--- src/rtl/hazard_unit.sv ---
// Pipeline hazard controller: load-use bubbles, branch flushes and data-memory wait freezes,
// with saturating stall/flush counters and a sticky memory-timeout flag.
module hazard_unit #(
    parameter int CNT_W   = 16,
    parameter int TIMEOUT = 255
) (
    input  logic             clk,
    input  logic             rst,
    input  logic [4:0]       ifid_rs1,
    input  logic [4:0]       ifid_rs2,
    input  logic             ifid_use_rs1,
    input  logic             ifid_use_rs2,
    input  logic [4:0]       idex_rd,
    input  logic             idex_reg_we,
    input  logic             idex_mem_to_reg,
    input  logic             branch_taken,
    input  logic             dmem_req,
    input  logic             dmem_ready,
    output logic             pc_we,
    output logic             ifid_we,
    output logic             exmem_we,
    output logic             ifid_flush,
    output logic             idex_flush,
    output logic [1:0]       state,
    output logic [CNT_W-1:0] stall_cycles,
    output logic [CNT_W-1:0] flush_count,
    output logic             mem_timeout
);

    localparam int WAIT_W = (TIMEOUT < 2) ? 1 : $clog2(TIMEOUT + 1);
    localparam logic [WAIT_W-1:0] WAIT_LIMIT = WAIT_W'(TIMEOUT);
    localparam logic [WAIT_W-1:0] WAIT_ONE   = WAIT_W'(1);
    localparam logic [CNT_W-1:0]  CNT_ONE    = CNT_W'(1);
    localparam logic [CNT_W-1:0]  CNT_MAX    = {CNT_W{1'b1}};

    typedef enum logic [1:0] {
        RUN      = 2'b00,
        LU_STALL = 2'b01,
        MEM_WAIT = 2'b10
    } state_t;

    typedef enum logic [1:0] {
        ACT_NONE   = 2'b00,
        ACT_FREEZE = 2'b01,
        ACT_FLUSH  = 2'b10,
        ACT_BUBBLE = 2'b11
    } action_t;

    state_t            state_q, state_d;
    logic [CNT_W-1:0]  stall_cycles_q, stall_cycles_d;
    logic [CNT_W-1:0]  flush_count_q, flush_count_d;
    logic [WAIT_W-1:0] wait_cnt_q, wait_cnt_d;
    logic              mem_timeout_q, mem_timeout_d;

    logic    load_use_s;
    logic    mem_busy_s;
    action_t action_s;
    logic    pc_we_s, ifid_we_s, exmem_we_s, ifid_flush_s, idex_flush_s;

    // Hazard detection and per-state action selection (encoding 11 falls into the RUN branch).
    always_comb begin
        load_use_s = idex_reg_we && idex_mem_to_reg && (idex_rd != 5'd0) &&
                     ((ifid_use_rs1 && (idex_rd == ifid_rs1)) ||
                      (ifid_use_rs2 && (idex_rd == ifid_rs2)));
        mem_busy_s = dmem_req && !dmem_ready;
        action_s   = ACT_NONE;
        state_d    = RUN;
        case (state_q)
            MEM_WAIT: begin
                if (!dmem_ready) begin
                    action_s = ACT_FREEZE;
                end else if (branch_taken) begin
                    action_s = ACT_FLUSH;
                end else if (load_use_s) begin
                    action_s = ACT_BUBBLE;
                end else begin
                    action_s = ACT_NONE;
                end
            end
            LU_STALL: begin
                if (mem_busy_s) begin
                    action_s = ACT_FREEZE;
                end else if (branch_taken) begin
                    action_s = ACT_FLUSH;
                end else begin
                    action_s = ACT_NONE;
                end
            end
            default: begin
                if (mem_busy_s) begin
                    action_s = ACT_FREEZE;
                end else if (branch_taken) begin
                    action_s = ACT_FLUSH;
                end else if (load_use_s) begin
                    action_s = ACT_BUBBLE;
                end else begin
                    action_s = ACT_NONE;
                end
            end
        endcase
        case (action_s)
            ACT_FREEZE: state_d = MEM_WAIT;
            ACT_BUBBLE: state_d = LU_STALL;
            default:    state_d = RUN;
        endcase
    end

    // Pipeline control outputs; reset forces everything frozen and flushed.
    always_comb begin
        pc_we_s      = 1'b1;
        ifid_we_s    = 1'b1;
        exmem_we_s   = 1'b1;
        ifid_flush_s = 1'b0;
        idex_flush_s = 1'b0;
        if (rst) begin
            pc_we_s      = 1'b0;
            ifid_we_s    = 1'b0;
            exmem_we_s   = 1'b0;
            ifid_flush_s = 1'b1;
            idex_flush_s = 1'b1;
        end else begin
            case (action_s)
                ACT_FREEZE: begin
                    pc_we_s    = 1'b0;
                    ifid_we_s  = 1'b0;
                    exmem_we_s = 1'b0;
                end
                ACT_FLUSH: begin
                    ifid_flush_s = 1'b1;
                    idex_flush_s = 1'b1;
                end
                ACT_BUBBLE: begin
                    pc_we_s      = 1'b0;
                    ifid_we_s    = 1'b0;
                    idex_flush_s = 1'b1;
                end
                default: begin
                    pc_we_s = 1'b1;
                end
            endcase
        end
    end

    // Performance counters, memory-wait counter and sticky timeout.
    always_comb begin
        stall_cycles_d = stall_cycles_q;
        flush_count_d  = flush_count_q;
        wait_cnt_d     = wait_cnt_q;
        mem_timeout_d  = mem_timeout_q;
        if (!pc_we_s && (stall_cycles_q != CNT_MAX)) begin
            stall_cycles_d = stall_cycles_q + CNT_ONE;
        end else begin
            stall_cycles_d = stall_cycles_q;
        end
        if ((action_s == ACT_FLUSH) && (flush_count_q != CNT_MAX)) begin
            flush_count_d = flush_count_q + CNT_ONE;
        end else begin
            flush_count_d = flush_count_q;
        end
        if (action_s == ACT_FREEZE) begin
            if (state_q != MEM_WAIT) begin
                wait_cnt_d = {WAIT_W{1'b0}};
            end else begin
                if (wait_cnt_q != WAIT_LIMIT) begin
                    wait_cnt_d = wait_cnt_q + WAIT_ONE;
                end else begin
                    wait_cnt_d = wait_cnt_q;
                end
                if (wait_cnt_d == WAIT_LIMIT) begin
                    mem_timeout_d = 1'b1;
                end else begin
                    mem_timeout_d = mem_timeout_q;
                end
            end
        end else begin
            wait_cnt_d = wait_cnt_q;
        end
    end

    // State and counter registers with synchronous reset.
    always_ff @(posedge clk) begin
        if (rst) begin
            state_q        <= RUN;
            stall_cycles_q <= {CNT_W{1'b0}};
            flush_count_q  <= {CNT_W{1'b0}};
            wait_cnt_q     <= {WAIT_W{1'b0}};
            mem_timeout_q  <= 1'b0;
        end else begin
            state_q        <= state_d;
            stall_cycles_q <= stall_cycles_d;
            flush_count_q  <= flush_count_d;
            wait_cnt_q     <= wait_cnt_d;
            mem_timeout_q  <= mem_timeout_d;
        end
    end

    assign pc_we        = pc_we_s;
    assign ifid_we      = ifid_we_s;
    assign exmem_we     = exmem_we_s;
    assign ifid_flush   = ifid_flush_s;
    assign idex_flush   = idex_flush_s;
    assign state        = state_q;
    assign stall_cycles = stall_cycles_q;
    assign flush_count  = flush_count_q;
    assign mem_timeout  = mem_timeout_q;

endmodule
--- config.mk ---
export PLATFORM = sky130hd
export DESIGN_NAME = hazard_unit
export DESIGN_NICKNAME = d
export VERILOG_FILES = /design/src/rtl/hazard_unit.sv
export SDC_FILE = /design/constraint.sdc
export NUM_CORES = 1
export LEC_CHECK = 0
export BUFFER_PORTS_ARGS = -buffer_cell sky130_fd_sc_hd__clkbuf_2
export CAP_MARGIN = 0
export CELL_PAD_IN_SITES_DETAIL_PLACEMENT = 1
export CELL_PAD_IN_SITES_GLOBAL_PLACEMENT = 1
export CORE_AREA = 2 2 77 93
export DETAILED_ROUTE_END_ITERATION = 10
export DIE_AREA = 0 0 79 95
export HOLD_SLACK_MARGIN = 0.1
export PLACE_DENSITY = 0.8
export SYNTH_ARGS = -nofsm -noshare
export SYNTH_HDL_FRONTEND = slang
export SYNTH_SLANG_ARGS = --single-unit
--- constraint.sdc ---
create_clock -name clk -period 4.2 [get_ports clk]
set_clock_uncertainty 0.1 [all_clocks]
set_input_delay 0.63 -clock clk [delete_from_list [all_inputs] [get_ports clk]]
set_output_delay 0.63 -clock clk [all_outputs]
set_load 0.02 [all_outputs]
== Word-level counts from Yosys, hierarchy flattened ==
Index checks and enable logic that the tools add are counted.

* Logic and storage cells: 56
* Input port bits: 24
* Output and inout bits: 40
* Bits in registers: 43

* Reductions and logical operators: 15
* Multiplexer cells: 20
* Equality and inequality tests: 12
* Add/sub/neg operators: 3
* Bitwise gates (word level): 1

{| class="wikitable"
|+ Operators with widths
! cell !! count
|-
| adder 16 x 1 -> 16 bit (second input constant) || 2
|-
| 2-to-1 mux 8 bit || 4
|-
| != test 16 bit (second input constant) || 2
|-
| 2-to-1 mux 2 bit || 6
|-
| == test 5 bit || 2
|-
| adder 8 x 1 -> 8 bit (second input constant) || 1
|-
| == test 8 bit (second input constant) || 1
|-
| logical AND 1 bit || 8
|-
| 2-to-1 mux 1 bit || 8
|-
| != test 8 bit (second input constant) || 1
|-
| one-hot mux 2 bit (2 select lines) || 2
|-
| == test 2 bit (second input constant) || 3
|-
| nonzero test 5 bit || 1
|-
| == test 2 x 1 -> 1 bit (second input constant) || 2
|-
| OR reduction 2 bit || 2
|-
| AND reduction 3 bit || 1
|-
| zero test 1 bit || 2
|-
| != test 2 bit (second input constant) || 1
|-
| logical OR 1 bit || 1
|-
| NOT 1 bit || 1
|}

== Longest topological paths before layout ==
* Depth after elaboration: 14
* Depth in mapped cells: 10

== Worst setup path before layout ==
OpenSTA, ideal clock, no wires.

* Path type: input port to output port
* Start: input idex_rd[1]
* End: output pc_we
* Cell stages on the path: 8
* Arrival time: 2.525 ns
* Data required time: 3.470 ns
* Slack: 0.945 ns
* Cell sequence: or4_1 o211ai_2 or2_1 o21ai_0 buf_2 buf_2 nor2_1 buf_4

* Longest elaborated chain between the ends: 12
* Elaborated cells on any way between the ends: 18
* Classes of those cells: eq/ne: 4; mux: 7; reduce/logical: 7

{| class="wikitable"
|+ RTL lines
! what !! RTL line !! source
|-
| start: declaration || 13 || <nowiki>input logic [4:0] idex_rd,</nowiki>
|-
| == test 5 bit, on equally long branches || 63, 64 ||
|-
| logical AND 1 bit, on equally long branches || 63, 64 ||
|-
| logical OR 1 bit || 63 || <nowiki>((ifid_use_rs1 && (idex_rd == ifid_rs1)) ||</nowiki>
|-
| logical AND 1 bit * || 62 || <nowiki>load_use_s = idex_reg_we && idex_mem_to_reg && (idex_rd != 5'd0) &&</nowiki>
|-
| 2-to-1 mux 2 bit * || 74, 94 ||
|-
| 2-to-1 mux 2 bit * || 72 || <nowiki>end else if (branch_taken) begin</nowiki>
|-
| 2-to-1 mux 2 bit, on equally long branches || 90, 70 ||
|-
| one-hot mux 2 bit (2 select lines) * || 68 || <nowiki>case (state_q)</nowiki>
|-
| == test 2 x 1 -> 1 bit / == test 2 bit (equally long branches) || - ||
|-
| OR reduction 2 bit (no line) * || - ||
|-
| 2-to-1 mux 1 bit * (2 in series) || - ||
|-
| end: declaration || 19 || <nowiki>output logic pc_we,</nowiki>
|}

Mark *: on every way between the ends. The rest lies on a longest branch, timed or not.

== Worst setup path after layout ==
* Start: register state_q[0], in the netlist state[0]
* End: output exmem_we

* Longest elaborated chain between the ends: 5
* Elaborated cells on any way between the ends: 6
* Classes of those cells: eq/ne: 3; mux: 3

{| class="wikitable"
|+ RTL lines
! what !! RTL line !! source
|-
| start: declaration || 49 || <nowiki>state_t state_q, state_d;</nowiki>
|-
| start signal: assignment || 189 || <nowiki>state_q <= state_d;</nowiki>
|-
| == test 2 x 1 -> 1 bit / == test 2 bit (equally long branches) || 68 ||
|-
| one-hot mux 2 bit (2 select lines) * || 68 ||
|-
| == test 2 x 1 -> 1 bit * || 122 || <nowiki>case (action_s)</nowiki>
|-
| 2-to-1 mux 1 bit * || 122 ||
|-
| 2-to-1 mux 1 bit * || 115 || <nowiki>if (rst) begin</nowiki>
|-
| end: declaration || 21 || <nowiki>output logic exmem_we,</nowiki>
|}

Marks and branches as above.

==> impl_results.md <==
* Status: finished clean
* Share of cells above drive strength 1 at 20.87%
* Routed Antenna Nets at 0
* PwrDens at 256.7 mW/mm^2
* # clock sinks at 43
* Hold endpoint: mem_timeout$_SDFFE_PP0P_
* 1st-iter DRT viols at 153
* GRT Residual Overflow at 0
* Yosys warns at 0
* Buffer depth of the longest clock path at 2
* Logic pwr share at 13.7%
* Tot GR Track Use at 20.58%
* Synth async-reset ratio at 0%
* Initial Utilization at around 40%
* Synth Net Count at 371
* Type of origin of the critical path: flip-flop
* Final hold vios at 0
* Yosys cell types at 55
* Global-route wire length before repair at 12580 um
* Peak supply drop at 0.1228 mV
* Die width at 79 um
* Slew at the pin with the worst max-slew slack at 1.240 ns
* Worst path max stage delay at 0.49 ns
* Beginning of the worst hold path: mem_timeout$_SDFFE_PP0P_
* Synth Flop Type: dfxtp_1
* Crit-path max FO at 13
* Worst Path Required at 3.47 ns
* Setup TNS at 0 ns
* Syn Inst Count at 342
* Pre-CTS setup slack at roughly 0.9 ns
* Pleak at 1.209 nW
* Internal power at just under 0.6 mW
* Worst R2R Start: state[0]$_SDFF_PP0_
* Largest net degree at the start of global routing at 49
* Post-Syn Area at 0.002693 sq mm
* CP arrival at 2.79 ns
* Total power draw at 0.8026 mW
* # rows at 33
* Post-CTS Resized at 0
* Clock edge transition at the registers on the reported setup and hold paths at 0.08 ns
* Ports at between 60 and 70
* Sequential group share of total power at 51.9%
* Most frequent CP cell: nor2_1
* Via density per instance at 5.785
* Post-CTS setup buffer count at 0
* Max Slew Vio Count at 0
* CP Class: reg2out
* H-Tree Depth at 2
* Fin crit share at 83.82%
* Peak Freq at 0.2841 GHz
* Post-route setup slack at ~0.68 ns
* Worst Reg-to-Reg Cells at 8
* FF+latch count, synth at 43
* Switch share at 27.74%
* Hold buffer count at CTS at 0
* Fin crit period at 3.520 ns
* Core area at 0.006689 sq mm
* Minimum setup slack among reg-to-reg paths at 0.95 ns
* Vias in the first global route at 2679
* Antenna Cells at 0
* CTS Buf Count at 5
* Initial antenna violation count at 0
* DR WL/cell at 15.87 um
* Full die area at 0.007505 sq mm
* Number of synthesized flops with an enable pin at 0
* Via count at 2777
* Routability Congestion at 0.8079
* Crit path capture type: output pin
* Mean post-synth cell area at 7.873 sq um
* First drt pass iteration count at 4
* Clk_lat worst skew at 0.30 ns
* Total Wirelength at ~7600 um
* Max_slew headroom at 16.78%
* Post-synthesis sequential area ratio at 31.97%
* CTS tree: built
* Area Growth Syn to Fin at 16.12%
* Port Buf Inserts at 63
* Power share of the clock group at roughly a third
* Worst hold path depth at 2
* DP HPWL at 5578 um
* Fin nets at 422
* Residual DRC at 0
* Worst path slowest cell: and2_0
* Worst path cell trace: inv_1 > ha_1 > nor2_1 > a21o_1 > or2_1 > o21ai_1 > and2_0 > nor2_1 > clkbuf_2
* MaxCap Viol Count at 0
* NetSw at 0.2226 mW
* Clk root buf: clkbuf_8
* Reg2reg end: flush_count[7]$_SDFFE_PP0P_
* FILL cells at 875
* Unrepaired setup endpoints after global routing: false
* Min-Delay Path Class: reg2reg
* Die Y at about 95 um
* Final setup fails at 0
[worst max path at each step]
stage,from,to,slack (ns),cells after the start
after floorplan,idex_rd[1],pc_we,0.94,8
after global placement,idex_rd[1],exmem_we,0.98,8
after detailed placement,idex_rd[1],exmem_we,0.90,8
after CTS,state[0]$_SDFF_PP0_,exmem_we,0.68,9
after global routing,state[1]$_SDFF_PP0_,exmem_we,0.50,8
final,state[0]$_SDFF_PP0_,exmem_we,0.68,9
[synth_stat cells (all sizes together), types with 2 or more instances]
cell type   n  area (sq um)
a211oi      5         37.54
a21o        8         60.06
a21oi      23         118.9
a311oi      2         17.52
a31oi       6         37.54
a32o        3         30.03
a32oi       2         17.52
and2        3         18.77
and3       14         87.58
and4        3         26.28
buf         7         43.79
clkbuf     15         56.30
dfxtp      43         860.8
ha          5         62.56
inv         9         33.78
mux2        9         101.4
nand2      28         105.1
nand2b      2         12.51
nand3      25         125.1
nand4       7         43.79
nor2       25         93.84
nor2b       9         56.30
nor3        5         25.02
nor3b       2         15.01
nor4        5         31.28
nor4b       4         35.03
o211ai      5         42.54
o21ai      14         70.07
o22ai       2         12.51
o31ai       9         67.56
o41ai       2         17.52
or2         4         25.03
or3         5         31.28
or4         7         52.55
xnor2      13         113.9
[through the flow]
step	hold slack [ns]	cells	cell area, sq um	utilization [%]
final	0.3751	480	3127	46.75
after global routing	0.4049	480	3127	46.75
after CTS	0.3830	480	3127	46.75
after detailed placement	0.3624	473	3039	45.44
after global placement	0.3484	473	3039	45.44
after floorplan	0.4105	342	2693	-
[per-layer routing]
layer	part of all wire (%)	up-vias	GRT usage [%]
li1	-	1373	-
met1	46	1356	25.60
met2	50	42	36.94
met3	3.3	6	3.250
met4	1.0	0	5.172
met5	0	-	0
[worst max-delay path: cells and delay by family (launching register included)]
kind                       cells  cell delay, ns
and+or+nand+nor                4            1.00
buffers and inverters          2            0.25
adders and majority gates      1            0.46
DFF                            1            0.36
AOI/OAI and AO/OA              2            0.43
[logic make-up (layout without fill, tap and decap cells)]
family                     Yosys count  in the layout  synth area share [%]
and+or+nand+nor                    151            151                 30.11
AOI/OAI and AO/OA                   89             89                 22.49
DFF                                 43             43                 31.97
buffers and inverters               32             83                 5.111
xor gates and xnor gates            13             13                 4.229
muxes                                9              9                 3.764
adders and majority gates            5              5                 2.323
[area by class of cell]
cell class                      count  area, sq um  area share (%)
Sequential cell                    43        860.8           27.53
Inverter                           10        37.54           1.200
Clock buffer                        6        82.58           2.641
Multi-Input combinational cell    267         1694           54.18
Clock inverter                      1        5.005          0.1601
Timing Repair Buffer               66        337.8           10.80
Tap cell                           87        108.9           3.481
[power by group through the flow]
stage	Clock [mW]	Combinational, mW	Sequential, mW
2_1_floorplan	0	0.0688	0.430
3_5_place_dp	0	0.110	0.427
6_report	0.276	0.110	0.417
5_1_grt	0.300	0.121	0.418
4_1_cts	0.281	0.111	0.417
3_3_place_gp	0	0.107	0.426
[sequential cells by signal (all words and copies together) (netlist names)]
register,count
state,2
mem_timeout,1
stall_cycles,16
flush_count,16
wait_cnt_q,8
[cells in the final DEF (no fill, tap or decap), types with 6 or more instances in the layout]
cell type	count
nand3_1	25
a21oi_1	22
clkbuf_8	6
dfxtp_1	43
inv_1	9
nand4_1	7
or4_1	7
nor2_1	25
nor2b_1	9
mux2_1	7
nand2_1	28
a21o_1	8
clkbuf_2	63
xnor2_1	13
a31oi_1	6
and3_1	14
o31ai_1	9
o21ai_0	11
Power figures use the tool's default switching activity.
